**src/rtl/atm_pkg.sv**
```systemverilog
// Shared constants for the ATM keypad front end: opcodes, key codes,
// FSM state encodings and numeric field limits.
package atm_pkg;

    localparam int ACC_W = 14;

    localparam logic [2:0] OP_NONE          = 3'd0;
    localparam logic [2:0] OP_LOGIN         = 3'd1;
    localparam logic [2:0] OP_BALANCE       = 3'd3;
    localparam logic [2:0] OP_WITHDRAW      = 3'd4;
    localparam logic [2:0] OP_WITHDRAW_SHOW = 3'd5;
    localparam logic [2:0] OP_TRANSFER      = 3'd6;
    localparam logic [2:0] OP_DEPOSIT       = 3'd7;

    localparam logic [3:0] KEY_ENTER  = 4'hA;
    localparam logic [3:0] KEY_CLEAR  = 4'hB;
    localparam logic [3:0] KEY_CANCEL = 4'hC;

    localparam logic [ACC_W-1:0] LIM_ACC = 14'd4095;
    localparam logic [ACC_W-1:0] LIM_AMT = 14'd2047;

    typedef enum logic [3:0] {
        ST_ACC      = 4'd0,
        ST_PIN      = 4'd1,
        ST_MENU     = 4'd2,
        ST_DEST     = 4'd3,
        ST_AMOUNT   = 4'd4,
        ST_ISSUE    = 4'd5,
        ST_WAIT_RSP = 4'd6
    } state_t;

endpackage

```
**src/rtl/atm_kp_dec_accum.sv**
```systemverilog
// Decimal entry accumulator shared by every numeric field.
// value = value*10 + digit, built from two shifts and an add; digits past
// MAX_DIGITS are dropped. clr has priority over a digit in the same cycle.
module atm_kp_dec_accum
    import atm_pkg::*;
#(
    parameter int MAX_DIGITS = 4
) (
    input  logic             clk,
    input  logic             rst,
    input  logic             clr,
    input  logic             dig_en,
    input  logic [3:0]       dig,
    input  logic [ACC_W-1:0] limit,
    output logic [ACC_W-1:0] value,
    output logic             has_digits,
    output logic             over
);

    localparam int CW = $clog2(MAX_DIGITS + 1);

    logic [ACC_W-1:0] val_q, val_d;
    logic [CW-1:0]    cnt_q, cnt_d;

    // next value and digit count
    always_comb begin
        val_d = val_q;
        cnt_d = cnt_q;
        if (clr) begin
            val_d = '0;
            cnt_d = '0;
        end else if (dig_en && (cnt_q < CW'(MAX_DIGITS))) begin
            val_d = {val_q[ACC_W-4:0], 3'b000} + {val_q[ACC_W-2:0], 1'b0}
                  + {{(ACC_W-4){1'b0}}, dig};
            cnt_d = cnt_q + 1'b1;
        end
    end

    // accumulator registers
    always_ff @(posedge clk or posedge rst) begin
        if (rst) begin
            val_q <= '0;
            cnt_q <= '0;
        end else begin
            val_q <= val_d;
            cnt_q <= cnt_d;
        end
    end

    assign value      = val_q;
    assign has_digits = (cnt_q != '0);
    assign over       = (val_q > limit);

endmodule

```
**src/rtl/atm_keypad_frontend.sv**
```systemverilog
// Keypad-side request initiator for the ATM core.
// Optional build macro ATM_KP_TIMEOUT_EN: idle timeout that acts as CANCEL.
//
// state    | meaning
// ACC      | entering account number
// PIN      | entering PIN (last digit wins)
// MENU     | waiting for an operation digit
// DEST     | entering transfer destination account
// AMOUNT   | entering amount
// ISSUE    | reqValid high, waiting for reqReady
// WAIT_RSP | waiting for the core response
module atm_keypad_frontend
    import atm_pkg::*;
#(
    parameter int DIGIT_TIMEOUT = 1000,
    parameter int MAX_DIGITS    = 4
) (
    input  logic        clk,
    input  logic        rst,
    input  logic        keyValid,
    input  logic [3:0]  keyCode,
    output logic        reqValid,
    input  logic        reqReady,
    output logic [11:0] accNumber,
    output logic [3:0]  pin,
    output logic [11:0] destinationAccNumber,
    output logic [2:0]  menuOption,
    output logic [10:0] amount,
    input  logic        rspValid,
    input  logic        error,
    input  logic [10:0] balance,
    output logic        exit,
    output logic        dispError,
    output logic [10:0] dispBalance,
    output logic [3:0]  state
);

    state_t      state_q, state_d;
    logic [11:0] acc_num_q, acc_num_d;
    logic [3:0]  pin_q, pin_d;
    logic [11:0] dest_q, dest_d;
    logic [2:0]  menu_q, menu_d;
    logic [10:0] amount_q, amount_d;
    logic        disp_err_q, disp_err_d;
    logic [10:0] disp_bal_q, disp_bal_d;
    logic        exit_q, exit_d;
    logic        pend_q, pend_d;

    logic             acc_clr, acc_dig_en, acc_has, acc_over;
    logic [ACC_W-1:0] acc_value, acc_limit;
    logic             key_dig, key_enter, key_clear, key_cancel, key_known;
    logic             tmo_fire, cancel_now, clear_all;
    logic             unused_acc_hi;

    assign key_dig    = keyValid && (keyCode <= 4'd9);
    assign key_enter  = keyValid && (keyCode == KEY_ENTER);
    assign key_clear  = keyValid && (keyCode == KEY_CLEAR);
    assign key_cancel = keyValid && (keyCode == KEY_CANCEL);
    assign key_known  = keyValid && (keyCode <= KEY_CANCEL);
    assign cancel_now = key_cancel || tmo_fire;
    assign acc_limit  = (state_q == ST_AMOUNT) ? LIM_AMT : LIM_ACC;
    assign unused_acc_hi = ^acc_value[ACC_W-1:12];

    atm_kp_dec_accum #(.MAX_DIGITS(MAX_DIGITS)) u_accum (
        .clk        (clk),
        .rst        (rst),
        .clr        (acc_clr),
        .dig_en     (acc_dig_en),
        .dig        (keyCode),
        .limit      (acc_limit),
        .value      (acc_value),
        .has_digits (acc_has),
        .over       (acc_over)
    );

`ifdef ATM_KP_TIMEOUT_EN
    localparam int TW = $clog2(DIGIT_TIMEOUT + 1);

    logic [TW-1:0] tmo_q, tmo_d;
    logic          tmo_run;

    assign tmo_run  = (state_q == ST_PIN) || (state_q == ST_MENU) ||
                      (state_q == ST_DEST) || (state_q == ST_AMOUNT);
    assign tmo_fire = tmo_run && !keyValid && (tmo_q == TW'(DIGIT_TIMEOUT - 1));

    // idle counter: restarts on any key, held at zero outside entry states
    always_comb begin
        tmo_d = tmo_q + 1'b1;
        if (!tmo_run || keyValid || tmo_fire) tmo_d = '0;
    end

    // idle counter register
    always_ff @(posedge clk or posedge rst) begin
        if (rst) tmo_q <= '0;
        else     tmo_q <= tmo_d;
    end
`else
    logic unused_tmo;
    assign unused_tmo = ^DIGIT_TIMEOUT;
    assign tmo_fire   = 1'b0;
`endif

    // next-state, field updates and accumulator control
    always_comb begin
        state_d    = state_q;
        acc_num_d  = acc_num_q;
        pin_d      = pin_q;
        dest_d     = dest_q;
        menu_d     = menu_q;
        amount_d   = amount_q;
        disp_err_d = disp_err_q;
        disp_bal_d = disp_bal_q;
        exit_d     = 1'b0;
        pend_d     = pend_q;
        acc_clr    = 1'b0;
        acc_dig_en = 1'b0;
        clear_all  = 1'b0;

        if (key_known) disp_err_d = 1'b0;

        case (state_q)
            ST_ACC, ST_PIN, ST_MENU, ST_DEST, ST_AMOUNT: begin
                if (cancel_now) begin
                    exit_d    = 1'b1;
                    clear_all = 1'b1;
                    state_d   = ST_ACC;
                end else begin
                    case (state_q)
                        ST_ACC: begin
                            acc_dig_en = key_dig;
                            acc_clr    = key_clear;
                            if (key_enter && acc_has) begin
                                acc_clr = 1'b1;
                                if (acc_over) begin
                                    disp_err_d = 1'b1;
                                end else begin
                                    acc_num_d = acc_value[11:0];
                                    state_d   = ST_PIN;
                                end
                            end
                        end
                        ST_PIN: begin
                            acc_dig_en = key_dig;
                            if (key_dig) pin_d = keyCode;
                            if (key_clear) begin
                                acc_clr = 1'b1;
                                pin_d   = '0;
                            end
                            if (key_enter && acc_has) begin
                                acc_clr = 1'b1;
                                menu_d  = OP_LOGIN;
                                state_d = ST_ISSUE;
                            end
                        end
                        ST_MENU: begin
                            if (key_dig) begin
                                case (keyCode)
                                    4'd3: begin
                                        menu_d  = OP_BALANCE;
                                        state_d = ST_ISSUE;
                                    end
                                    4'd4, 4'd5, 4'd7: begin
                                        menu_d  = keyCode[2:0];
                                        acc_clr = 1'b1;
                                        state_d = ST_AMOUNT;
                                    end
                                    4'd6: begin
                                        menu_d  = OP_TRANSFER;
                                        acc_clr = 1'b1;
                                        state_d = ST_DEST;
                                    end
                                    default: ;
                                endcase
                            end
                        end
                        ST_DEST: begin
                            acc_dig_en = key_dig;
                            acc_clr    = key_clear;
                            if (key_enter && acc_has) begin
                                acc_clr = 1'b1;
                                if (acc_over) begin
                                    disp_err_d = 1'b1;
                                    state_d    = ST_MENU;
                                end else begin
                                    dest_d  = acc_value[11:0];
                                    state_d = ST_AMOUNT;
                                end
                            end
                        end
                        default: begin
                            acc_dig_en = key_dig;
                            acc_clr    = key_clear;
                            if (key_enter && acc_has) begin
                                acc_clr = 1'b1;
                                if (acc_over) begin
                                    disp_err_d = 1'b1;
                                    state_d    = ST_MENU;
                                end else begin
                                    amount_d = acc_value[10:0];
                                    state_d  = ST_ISSUE;
                                end
                            end
                        end
                    endcase
                end
            end
            ST_ISSUE: begin
                if (key_cancel) pend_d = 1'b1;
                if (reqReady)   state_d = ST_WAIT_RSP;
            end
            ST_WAIT_RSP: begin
                if (key_cancel) pend_d = 1'b1;
                if (rspValid) begin
                    disp_err_d = error;
                    disp_bal_d = balance;
                    pend_d     = 1'b0;
                    if (pend_q || key_cancel) begin
                        exit_d    = 1'b1;
                        clear_all = 1'b1;
                        state_d   = ST_ACC;
                    end else if ((menu_q == OP_LOGIN) && error) begin
                        clear_all = 1'b1;
                        state_d   = ST_ACC;
                    end else begin
                        state_d = ST_MENU;
                    end
                end
            end
            default: state_d = ST_ACC;
        endcase

        if (clear_all) begin
            acc_num_d  = '0;
            pin_d      = '0;
            dest_d     = '0;
            menu_d     = OP_NONE;
            amount_d   = '0;
            acc_clr    = 1'b1;
            acc_dig_en = 1'b0;
        end
    end

    // state and field registers
    always_ff @(posedge clk or posedge rst) begin
        if (rst) begin
            state_q    <= ST_ACC;
            acc_num_q  <= '0;
            pin_q      <= '0;
            dest_q     <= '0;
            menu_q     <= OP_NONE;
            amount_q   <= '0;
            disp_err_q <= 1'b0;
            disp_bal_q <= '0;
            exit_q     <= 1'b0;
            pend_q     <= 1'b0;
        end else begin
            state_q    <= state_d;
            acc_num_q  <= acc_num_d;
            pin_q      <= pin_d;
            dest_q     <= dest_d;
            menu_q     <= menu_d;
            amount_q   <= amount_d;
            disp_err_q <= disp_err_d;
            disp_bal_q <= disp_bal_d;
            exit_q     <= exit_d;
            pend_q     <= pend_d;
        end
    end

    assign reqValid             = (state_q == ST_ISSUE);
    assign accNumber            = acc_num_q;
    assign pin                  = pin_q;
    assign destinationAccNumber = dest_q;
    assign menuOption           = menu_q;
    assign amount               = amount_q;
    assign exit                 = exit_q;
    assign dispError            = disp_err_q;
    assign dispBalance          = disp_bal_q;
    assign state                = state_q;

endmodule

```
**config.mk**
```make
export PLATFORM = sky130hd
export DESIGN_NAME = atm_keypad_frontend
export DESIGN_NICKNAME = d
export VERILOG_FILES = /design/src/rtl/atm_pkg.sv /design/src/rtl/atm_kp_dec_accum.sv /design/src/rtl/atm_keypad_frontend.sv
export SDC_FILE = /design/constraint.sdc
export NUM_CORES = 1
export LEC_CHECK = 0
export BUFFER_PORTS_ARGS = -buffer_cell sky130_fd_sc_hd__buf_2
export CORE_ASPECT_RATIO = 1.4
export CORE_MARGIN = 2
export CORE_UTILIZATION = 56
export DETAILED_ROUTE_END_ITERATION = 12
export PLACE_DENSITY_LB_ADDON = 0.08
export REMOVE_ABC_BUFFERS = 1
export SLEW_MARGIN = 20
export SYNTH_ARGS = -nofsm -noshare
export SYNTH_HDL_FRONTEND = slang
export SYNTH_SLANG_ARGS = --single-unit
```
**constraint.sdc**
```tcl
create_clock -name clk -period 3.35 [get_ports clk]
set_clock_uncertainty 0.1 [all_clocks]
set_input_delay 0.67 -clock clk [delete_from_list [all_inputs] [get_ports clk]]
set_output_delay 0.67 -clock clk [all_outputs]
set_load 0.005 [all_outputs]
```
# == Word level (Yosys, flattened, before mapping) ==
# Cells that the tools add are included.
# word_totals
reg_bits,77
latch_bits,0
mem_bits_rw,0
mem_bits_ro,0
input_bits,21
wordCells,162
n_memories,0
# classes
n_addsub,3
multipliers,0
div,0
magnitude_cmp,4
n_eq_ne,30
n_shift,0
n_mux,81
n_bitwise,0
reduce_logical,32
# op_table
cell,n
$mux 12,11
$mux 11,6
$mux 4,15
$eq 4x3->1 const B,7
$mux 14,2
$mux 3,9
$mux 1,26
$ne 4x4->1 const B,6
$pmux 4 s3,2
$pmux 4 s4,1
$reduce_and 5->1,3
$add 14x14->14,1
$add 14x4->14,1
$gt 14x12->1,1
$reduce_bool 2->1,7
$eq 4x2->1 const B,3
$eq 4x4->1 const B,3
$pmux 1 s2,5
$pmux 3 s3,1
$reduce_and 9->1,1
$reduce_bool 3->1,3
$le 4x4->1 const B,2
$logic_and 1x1->1,8
$ne 2x1->1 const B,4
19 further kinds,22

# == Logic depth before layout (Yosys ltp) ==
# Gate-level depths: netlist of the first run.
# logic_depth
word_depth,10
depth_mapped,12

# == Modules after synthesis ==
# A second synthesis of the first run with hierarchy kept.
# hier_totals
hier_cells,507
area_unflattened_um2,4823.4
# modules_own_cells
module,instances,cells_per_inst,area_per_inst_um2
atm_keypad_frontend,1,317,3101.7
atm_kp_dec_accum,1,190,1721.7

# == Worst setup path before layout of the first run ==
# Ideal clock, no wire load.
# synth_timing
path_kind,input port to flip-flop
start,in keyCode[3]
end,reg u_accum.val_q[13] (netlist: u_accum.value[13])
arrival_time_ns,2.500
path_slack_ns,0.611
cell_stages,8
path_buffers,0
path_cell_list,fa_1 -> ha_1 -> a211oi_1 -> o21bai_1 -> a41oi_1 -> o21ai_0 -> mux2i_1 -> o211ai_1
# synth_between
elab_chain_cells,9
# synth_lines
item,line_no,source
from (decl),atm_keypad_frontend.sv:21,"input logic [3:0] keyCode,"
$eq 4x3->1 (tied with other cells),atm_keypad_frontend.sv:157,case (keyCode)
$reduce_or 4->1 (no source line) (tied with other cells),-,
$mux 1 (tied with other cells),atm_keypad_frontend.sv:157,
"$mux 1, on equally long branches",-,
$pmux 1 s2 / $mux 1 (equally long branches),"atm_keypad_frontend.sv:128, atm_keypad_frontend.sv:213",
$mux 1 / $pmux 1 s2 (equally long branches),"atm_keypad_frontend.sv:123, atm_keypad_frontend.sv:121",
"$mux 1, on equally long branches","atm_keypad_frontend.sv:121, atm_keypad_frontend.sv:232",
$mux 1 / $logic_and 1x1->1 (equally long branches),"atm_keypad_frontend.sv:232, atm_kp_dec_accum.sv:32",
$mux 14 / $reduce_bool 2->1 (equally long branches),-,
to (signal assigned),atm_kp_dec_accum.sv:45,val_q <= val_d;
to (decl),atm_kp_dec_accum.sv:22,"logic [ACC_W-1:0] val_q, val_d;"
# Several ways; a longest one is shown, not always the timed one. The select of a mux whose other input is x is not followed.
# A chain may end at the register's enable or synchronous reset.

# == Worst setup path in the final report of the first run ==
# layout_timing
start,reg state_q[0] (netlist: state[0])
end,reg amount_q[8] (netlist: amount[8])
# layout_between
elab_chain_cells,5
# layout_lines
item,line_no,source
from (decl),atm_keypad_frontend.sv:38,"state_t state_q, state_d;"
from (signal assigned),atm_keypad_frontend.sv:257,state_q <= state_d;
$eq 4x3->1 (tied with other cells),"atm_keypad_frontend.sv:61, atm_keypad_frontend.sv:121",
$mux 12 / $reduce_or 5->1 (equally long branches),"atm_keypad_frontend.sv:61, atm_keypad_frontend.sv:121",
$gt 14x12->1 / $pmux 1 s2 (equally long branches),"atm_kp_dec_accum.sv:52, atm_keypad_frontend.sv:121",
$ne 2x1->1 (no source line) / $reduce_bool 2->1 (equally long branches),-,
$reduce_and 5->1 (no source line),-,
to (signal assigned),atm_keypad_frontend.sv:262,amount_q <= amount_d;
to (decl),atm_keypad_frontend.sv:43,"logic [10:0] amount_q, amount_d;"
# Several ways; a longest one is shown, not always the timed one.

==> results of run 1 <==
-- placed cells by master, fill, tap and decap left out, types with 4 or more instances in the layout --
cell and count:
buf_4 10, xor2_1 4, ha_1 25, nand2_1 84, a21oi_1 16, nor2_1 15, mux2_2 12, xnor2_1 4
a31oi_1 4, buf_2 79, o21a_1 5, nand2b_1 5, nor3_1 7, clkbuf_8 10, nand4_1 4, dfrtp_1 76
inv_1 10, o22ai_1 5, o21ai_0 21, o21ai_1 28, nand3_1 7, a22o_1 5, o21ai_2 14
-- cell type report --
class	instances	area [um^2]	area share
clock buffer	11	141	0.0288
timing repair buffer	90	490	0.0997
inverter	11	41.3	0.00840
multi-input combinational	318	2160	0.439
clock inverter	5	60.1	0.0122
sequential	76	1900	0.387
tap	97	121	0.0247
-- state kept, by name, summed over array words and instances, names as in the netlist, 3 cells and up --
signal	count
u_accum.value	14
menuOption	3
state	3
u_accum.cnt_q	3
dispBalance	11
pin	4
destinationAccNumber	12
accNumber	12
amount	11
-- metrics by stage --
step | cell area [um^2] | hold slack (ps) | power [mW] | setup slack, ps | utilization
2_1_floorplan | 4100 | 373 | 3.03 | 541 | -
3_3_place_gp | 4720 | 356 | 3.76 | 320 | 0.641
3_5_place_dp | 4720 | 359 | 3.84 | 240 | 0.641
4_1_cts | 4920 | 288 | 4.57 | 430 | 0.668
5_1_grt | 4920 | 322 | 4.92 | 236 | 0.668
6_report | 4920 | 276 | 4.54 | 446 | 0.668
-- layer usage --
| metal | vias up | share of wire | GRT usage | wire, um |
|---|---|---|---|---|
| li1 | 1681 | - | - | - |
| met1 | 1706 | 0.40 | 0.296 | 3910 |
| met2 | 92 | 0.55 | 0.460 | 5410 |
| met3 | 17 | 0.035 | 0.0547 | 348 |
| met4 | 0 | 0.021 | 0.0880 | 207 |
| met5 | - | 0 | 0 | 0 |
-- where the power goes --
group,switching [mW],internal [mW],total (mW)
clock,0.349,0.367,0.716
sequential,0.285,1.30,1.58
combinational,1.25,0.991,2.24
total,1.88,2.65,4.54
-- worst min path at each step --
stage	end	slack, ps
after floorplan	amount[8]$_DFFE_PP0P_	370
after global placement	destinationAccNumber[11]$_DFFE_PP0P_	360
after detailed placement	destinationAccNumber[1]$_DFFE_PP0P_	360
after CTS	dispBalance[1]$_DFFE_PP0P_	290
after global routing	dispBalance[1]$_DFFE_PP0P_	320
final	dispBalance[1]$_DFFE_PP0P_	280
-- logic make-up (layout without fill, tap and decap cells) --
group                      Yosys count  count (layout)
muxes                               13              13
adders and majority gates           27              27
DFF                                 76              76
buffers and inverters               32             117
and+or+nand+nor                    141             141
AOI/OAI and AO/OA                  128             128
other                                1               1
xor gates and xnor gates             8               8
-- worst register-to-register path: stages, from the launching register on --
cell and delay, ps:
dfrtp_1 380, or2_2 350, nor2_1 220, ha_1 270, nand4_1 110, o41ai_4 100, and2_4 190, a21oi_2 790
o21ai_0 230
==> out/qor.txt, run 1 <==
First-pass GRT wire length - 16.7 mm
Compound-Gate Fraction of Synth Area - 0.217
Final setup viols - 0
Routed wire per std cell - 16.2 um
Largest net degree at the start of global routing - 49
Top-count cell post-synth - nand2_1
Main combinational cell family by area after synthesis - compound AO/OA/AOI/OAI gates
CP Capture Type - flip-flop
CTS HTree Levels - 3
Seq/Total Area, Yosys - 0.448
Synth top cells by count - nand2_1, dfrtp_1, o21ai_1
Reg2reg end - amount[8]$_DFFE_PP0P_
Die Ht - 107 um
Final net count - 554
Reg2reg start - state[0]$_DFFE_PP0P_
Slew Viols, Final - 0
CP startpoint - state[0]$_DFFE_PP0P_
Initial antenna violation count - 0
Worst R2R Setup Slack - 450 ps
WP data arrival - 3000 ps
#FFs+latches synth - 76
Worst setup path endpoint - amount[8]$_DFFE_PP0P_
Avg Cell Area, Syn - 9.97 um^2
Path category of the worst min-delay check - in -> async
Top delay family on crit path - compound AO/OA/AOI/OAI gates
Ports - 81
Critical Path Slowest Stage Cell - a21oi_2
Fin. Hold Viols - 0
Fill count - 612
Post-route DRC - 0
Leakage power - 2.43 nW
YS warnings - 0
Mux contribution to synthesized area - 0.0342
Vias in the first global route - 3505
Peak Freq - 344 MHz
Worst Path Max Fanout - 22
Worst slew margin - 0.328
CTS resizes - 0
HPWL Detailed - 7.28 mm
Die width - 77.6 um
Final std cells w/o fill - 608
Core Rows - 37
Post-Synth Simple-Gate Area - 0.157
DRT Wirelength - 9.87 mm
Worst Reg-to-Reg Cells - 8
Pre-Repair DR Iteration Count - 4
Area share of fa/ha/maj cells after synthesis - 0.0831
EDFF count, synth - 0
Core area - 7360 um^2
VDD IR max - 437 uV
CTS Root Cell - clkbuf_8
Status - complete, no violations
Fin crit period - 2900 ps
CTS tree - yes
Post-CTS Setup Repair Bufs - 0
Synth Instances - 426
Starting density of the core - 0.577
Total congestion overflow - 0
Post-synth ARST share - 1.00
Yosys cell types - 65
Worst skew pair latency - 360 ps
Total GRT Usage - 0.255
Worst Max-Slew Pin Slew - 1010 ps
Vias per cell - 5.75
Power Density - 923 nW/um^2
RSZ-0062 raised after global routing - no
Post-Synthesis Cell Area - 4250 um^2
Area grow syn2layout - 15.8%
Stages on worst setup path - 8
CTS buffer count - 9
Post-Synth XOR/XNOR Area - 0.0165
Placed Instances - 592
Routability cong. - 0.928
Reg clk slew, reported paths - 80 ps
Sum Neg Setup Slack - 0 ps
Cell taking the most area after synthesis - dfrtp_1
Layout cells sized above 1 - 0.295
Number of hold buffers added after cts - 0
Synth top area share - 0.448
Port Buffers - 79
Maximum clock insertion buffer count - 2
Crit-path max cell delay - 790 ps
Most used DFF post-synth - dfrtp_1
DIE AREA - 8310 um^2
DR vias - 3496
Crit start category - flip-flop
Top post-synthesis cells by area - dfrtp_1, nand2_1, ha_1
CP Cell Sequence - or2_2 -> nor2_1 -> ha_1 -> nand4_1 -> o41ai_4 -> and2_4 -> a21oi_2 -> o21ai_0
CP Buf/Inv Count - 0
DRC violation total after the first TritonRoute iteration - 167
ANT nets after route - 0
Clock sinks - 76
Diode count - 0
WS Path Type - reg -> reg
Data required time of the worst path - 3450 ps
Max Cap Violations - 0
Crit share post-route - 0.867
No activity file was read; power rests on OpenSTA's default activity.
==> inputs of run 2 (changes only) <==
- CORE_UTILIZATION: 56 -> 57
- SYNTH_HIERARCHICAL: default -> 1
==> out/qor.txt, run 2 <==
CP Buf/Inv Count - 2
Pre-Repair DR Iteration Count - 4
Worst slew margin - 0.313
Max Cap Violations - 0
VDD IR max - 432 uV
Core Rows - 39
M1 GR Usage - 0.337
#FFs+latches synth - 76
Vias per cell - 5.80
DR vias - 4091
Path category of the worst min-delay check - in -> async
Data required time of the worst path - 3480 ps
WS Path Type - reg -> reg
Top-count cell post-synth - dfrtp_1
RSZ-0062 raised after global routing - no
Critical Path Slowest Stage Cell - fa_1
Routability cong. - 0.924
Gr busiest metal - met2
Reg clk slew, reported paths - 60 ps
WP data arrival - 3080 ps
Routed wire per std cell - 17.5 um
Maximum clock insertion buffer count - 2
Largest net degree at the start of global routing - 42
Worst skew pair latency - 340 ps
CP Capture Type - flip-flop
Vias in the first global route - 4174
Layout cells sized above 1 - 0.231
Power Total - 4.33 mW
Power Density - 763 nW/um^2
Post-CTS Setup Repair Bufs - 0
Area grow syn2layout - 17.7%
Total congestion overflow - 0
DIE AREA - 9220 um^2
CTS Root Cell - clkbuf_16
Yosys cell types - 71
HPWL Detailed - 8.87 mm
Cell taking the most area after synthesis - dfrtp_1
Die Ht - 113 um
Peak Freq - 338 MHz
Avg Cell Area, Syn - 9.51 um^2
Sum Neg Setup Slack - 0 ps
Top post-synthesis cells by area - dfrtp_1, ha_1, mux2i_1
Initial antenna violation count - 0
Ports - 81
Fin. Hold Viols - 0
Leakage power - 3.00 nW
Core area - 8200 um^2
Die width - 81.7 um
CTS buffer count - 9
Crit start category - flip-flop
Status - complete, no violations
Post-route DRC - 0
DRC violation total after the first TritonRoute iteration - 212
CTS tree - yes
Synth Instances - 507
Min Hold Slack - 254 ps
First-pass GRT wire length - 20.4 mm
Post-synth ARST share - 1.00
Slew Viols, Final - 0
Number of hold buffers added after cts - 0
Clock sinks - 76
Final setup viols - 0
Crit share post-route - 0.883
Top delay family on crit path - adder cells
Total GRT Usage - 0.288
Most common cell after layout, fill and taps aside - buf_2
CP Cell Sequence - inv_1 -> fa_1 -> inv_1 -> ha_1 -> a21oi_1 -> nor2_1 -> o21a_1 -> or4_1 -> a32o_1
YS warnings - 6
GRT met3 Usage - 0.0526
Seq/Total Area, Yosys - 0.394
Worst Max-Slew Pin Slew - 1020 ps
DRT Wirelength - 12.4 mm
Final std cells w/o fill - 705
Starting density of the core - 0.588
Max reg flops - 14
Met2 Use GR - 0.501
CP most frequent cell - inv_1
Crit-path max cell delay - 610 ps
Synth top cells by count - dfrtp_1, nand2_1, nor2_1
Fill count - 665
Placed Instances - 689
CTS resizes - 0
Commonest non-fill, non-tap cells in the layout - buf_2, dfrtp_1, nand2_1
CTS HTree Levels - 3
Post-Synthesis Cell Area - 4820 um^2
Synth top area share - 0.394
Worst Path Max Fanout - 6
EDFF count, synth - 0
Diode count - 0
Final net count - 659
Most used DFF post-synth - dfrtp_1
Port Buffers - 79
Fin crit period - 2960 ps
ANT nets after route - 0
-- run 2: cell count changes after synthesis, sizes merged, moves of 5 or more --
cell,change
mux2i,+36
nor2b,+5
nand2,-27
mux2,-11
o211ai,+11
ha,+13
inv,+18
nand3,+6
a21o,+5
o21ai,-44
nor2,+44
-- run 2: worst paths after layout --
kind,startpoint,to,slack (ps),depth (start not counted)
setup / recovery,u_accum/value[0]$_DFFE_PP0P_,u_accum/value[13]$_DFFE_PP0P_,390,9
hold / removal,rst,destinationAccNumber[10]$_DFFE_PP0P_,250,2
setup reg to reg,u_accum/value[0]$_DFFE_PP0P_,u_accum/value[13]$_DFFE_PP0P_,390,9
hold reg to reg,dispBalance[3]$_DFFE_PP0P_,dispBalance[3]$_DFFE_PP0P_,370,2
max in group asynchronous,rst,dispBalance[8]$_DFFE_PP0P_,2330,3
min in group clk,dispBalance[3]$_DFFE_PP0P_,dispBalance[3]$_DFFE_PP0P_,370,2
-- run 2: logic make-up after synthesis --
family / synth area share
AND/OR/NAND/NOR: 0.184
flip-flops: 0.394
XOR/XNOR: 0.0127
multiplexers: 0.0791
adder cells (fa/ha/maj): 0.107
buffers and inverters: 0.0552
other: 0.00156
AO/OA/AOI/OAI: 0.166
-- run 2: per-layer routing --
layer  vias to the layer above  routed length (um)
li1                       1957                   -
met5                         -                   0
met4                         0                 379
met2                       155                6480
met3                        32                 646
met1                      1947                4870
-- run 2: worst register-to-register path, delay by kind of cell (launching register included) --
family | cells | cell delay, ps
compound gates | 3 | 670
flops | 1 | 430
fa+ha+maj | 2 | 890
simple gates | 2 | 590
buf+inv | 2 | 180
-- run 2: final cells by class --
cell class                      count  area [um^2]  area share
Sequential cell                    76         1900       0.335
Clock buffer                       10          239      0.0421
Clock inverter                      6         71.3      0.0126
Timing Repair Buffer               95          528      0.0930
Multi-Input combinational cell    387         2700       0.476
Inverter                           29          109      0.0192
Tap cell                          102          128      0.0225
-- run 2: metrics by stage --
step / cell area, um^2 / utilization / setup slack [ps]
5_1_grt: 5680 / 0.692 / 201
6_report: 5680 / 0.692 / 391
3_3_place_gp: 5370 / 0.655 / 252
3_5_place_dp: 5370 / 0.655 / 206
4_1_cts: 5680 / 0.692 / 380
2_1_floorplan: 4710 / - / 129
-- run 2: power by group --
part / internal [mW] / total [mW] / switching (mW)
combinational: 0.817 / 1.96 / 1.15
clock: 0.603 / 1.01 / 0.406
sequential: 1.15 / 1.36 / 0.211
total: 2.57 / 4.33 / 1.76
==> inputs of run 3 (changes only) <==
- CORE_UTILIZATION: 57 -> 52
- CTS_CLUSTER_DIAMETER: default -> 50
- clock period: 3.35 -> 2.5 ns (I/O delays scaled with it)
==> out/qor.txt, run 3 (synthesis results as in run 2) <==
WS Path Type - reg -> reg
Status - finished, violations left
Worst slew margin - 0.508
CP Cell Sequence - inv_2 -> fa_1 -> buf_4 -> fa_2 -> nor2b_2 -> o211ai_1 -> and3b_2 -> o2111a_1 -> a221o_1
Final setup viols - 13
Net switching power - 2.68 mW
Worst setup margin - -141 ps
Die width - 85.4 um
Total congestion overflow - 0
Data required time of the worst path - 2620 ps
Commonest non-fill, non-tap cells in the layout - buf_4, buf_2, dfrtp_1
Final Util - 0.729
CTS buffer count - 9
DRT Wirelength - 14.0 mm
Core Rows - 41
Reg2reg start - u_accum/value[0]$_DFFE_PP0P_
Die Ht - 118 um
Max Cap Violations - 0
Vias per cell - 5.73
Area grow syn2layout - 36.6%
Core area - 9030 um^2
CTS HTree Levels - 3
Layout cells sized above 1 - 0.385
Maximum clock insertion buffer count - 2
Clock power share - 0.188
First-pass GRT wire length - 21.8 mm
Worst Path Max Fanout - 3
Clock sinks - 76
Min Hold Slack - 24.3 ps
DR vias - 4513
Peak Freq - 379 MHz
Routed wire per std cell - 17.8 um
CTS tree - yes
Largest net degree at the start of global routing - 49
Worst skew pair latency - 340 ps
ANT nets after route - 0
Routability cong. - 0.926
Comb pwr share - 0.544
Final net count - 736
Pre-Repair DR Iteration Count - 4
Slew Viols, Final - 0
Post-route DRC - 0
Critical Path Slowest Stage Cell - fa_1
Reg clk slew, reported paths - 60 ps
Max reg flops - 14
Crit-path max cell delay - 450 ps
Number of hold buffers added after cts - 0
CTS Root Cell - clkbuf_16
Diode count - 0
Vias in the first global route - 4531
Path category of the worst min-delay check - in -> async
Most common cell after layout, fill and taps aside - buf_4
Power Density - 1010 nW/um^2
CP Capture Type - flip-flop
Ports - 81
Fin. Hold Viols - 0
Fin crit period - 2640 ps
Leakage power - 3.42 nW
Crit start category - flip-flop
Starting density of the core - 0.534
Total GRT Usage - 0.275
HPWL Detailed - 9.80 mm
Worst Max-Slew Pin Slew - 737 ps
DIE AREA - 10100 um^2
Port Buffers - 79
Crit share post-route - 1.06
Failing checks - negative setup slack
Switching Fraction - 0.403
VDD IR max - 695 uV
RSZ-0062 raised after global routing - yes
CP startpoint - u_accum/value[0]$_DFFE_PP0P_
DRC violation total after the first TritonRoute iteration - 222
Worst R2R Setup Slack - -140 ps
WP data arrival - 2760 ps
Cell-internal power - 3.96 mW
Initial antenna violation count - 0
Register share of total power - 0.269
## run 3: worst max-delay path: cells and delay by family (launching register included)
| family | cells | cell delay (ps) |
|---|---|---|
| AO/OA/AOI/OAI | 3 | 620 |
| AND/OR/NAND/NOR | 2 | 400 |
| flip-flops | 1 | 390 |
| adder cells (fa/ha/maj) | 2 | 790 |
| buffers and inverters | 2 | 240 |
## run 3: routing by layer
layer  share of wire  global-route usage  up-vias
li1                -                   -     2128
met1            0.37               0.306     2173
met2            0.53               0.495      155
met3           0.044              0.0428       57
met4           0.052               0.140        0
met5               0                   0        -
## run 3: metrics by stage
| stage | area (um^2) | setup TNS [ps] | setup WS, ps | total power [mW] | std cells |
|---|---|---|---|---|---|
| floorplan | 4710 | -33850 | -721 | 3.49 | 492 |
| global placement | 5910 | -1840 | -416 | 4.85 | 760 |
| detailed placement | 5910 | -3470 | -444 | 4.95 | 760 |
| CTS | 6340 | -388 | -138 | 6.33 | 783 |
| global route | 6590 | -5830 | -227 | 7.08 | 787 |
| finish | 6590 | -694 | -141 | 6.64 | 787 |
## run 3: worst paths after layout
check | end | cells after the start
setup reg to reg | u_accum/value[10]$_DFFE_PP0P_ | 9
max in group asynchronous | u_accum/value[6]$_DFFE_PP0P_ | 2
hold / removal | state[2]$_DFFE_PP0P_ | 2
min in group clk | dispBalance[4]$_DFFE_PP0P_ | 3
hold reg to reg | dispBalance[10]$_DFFE_PP0P_ | 2
setup / recovery | u_accum/value[10]$_DFFE_PP0P_ | 9
## run 3: layout make-up
class                   instances  area, um^2
multi-input cells             387        2940
fillers                       683        2440
flip-flops and latches         76        1910
repair buffers                172        1210
clock buffers                  10         239
well taps                     107         134
inverters                      29         111
clock inverters                 6        46.3
## run 3: repair_timing
action | 4_1_cts | 5_1_grt
pin swaps | 20 | 21
setup buffers | 5 | 3
gates resized for setup | 17 | 46
setup endpoints to repair | 33 | 50
gates cloned | 2 | 1
## run 3: power by group through the flow
stage | Clock, mW | Sequential [mW] | Combinational (mW)
after floorplan | 0 | 1.89 | 1.61
after global placement | 0 | 1.77 | 3.08
after detailed placement | 0 | 1.79 | 3.16
after CTS | 1.26 | 1.77 | 3.30
after global routing | 1.30 | 1.82 | 3.96
final | 1.24 | 1.78 | 3.61
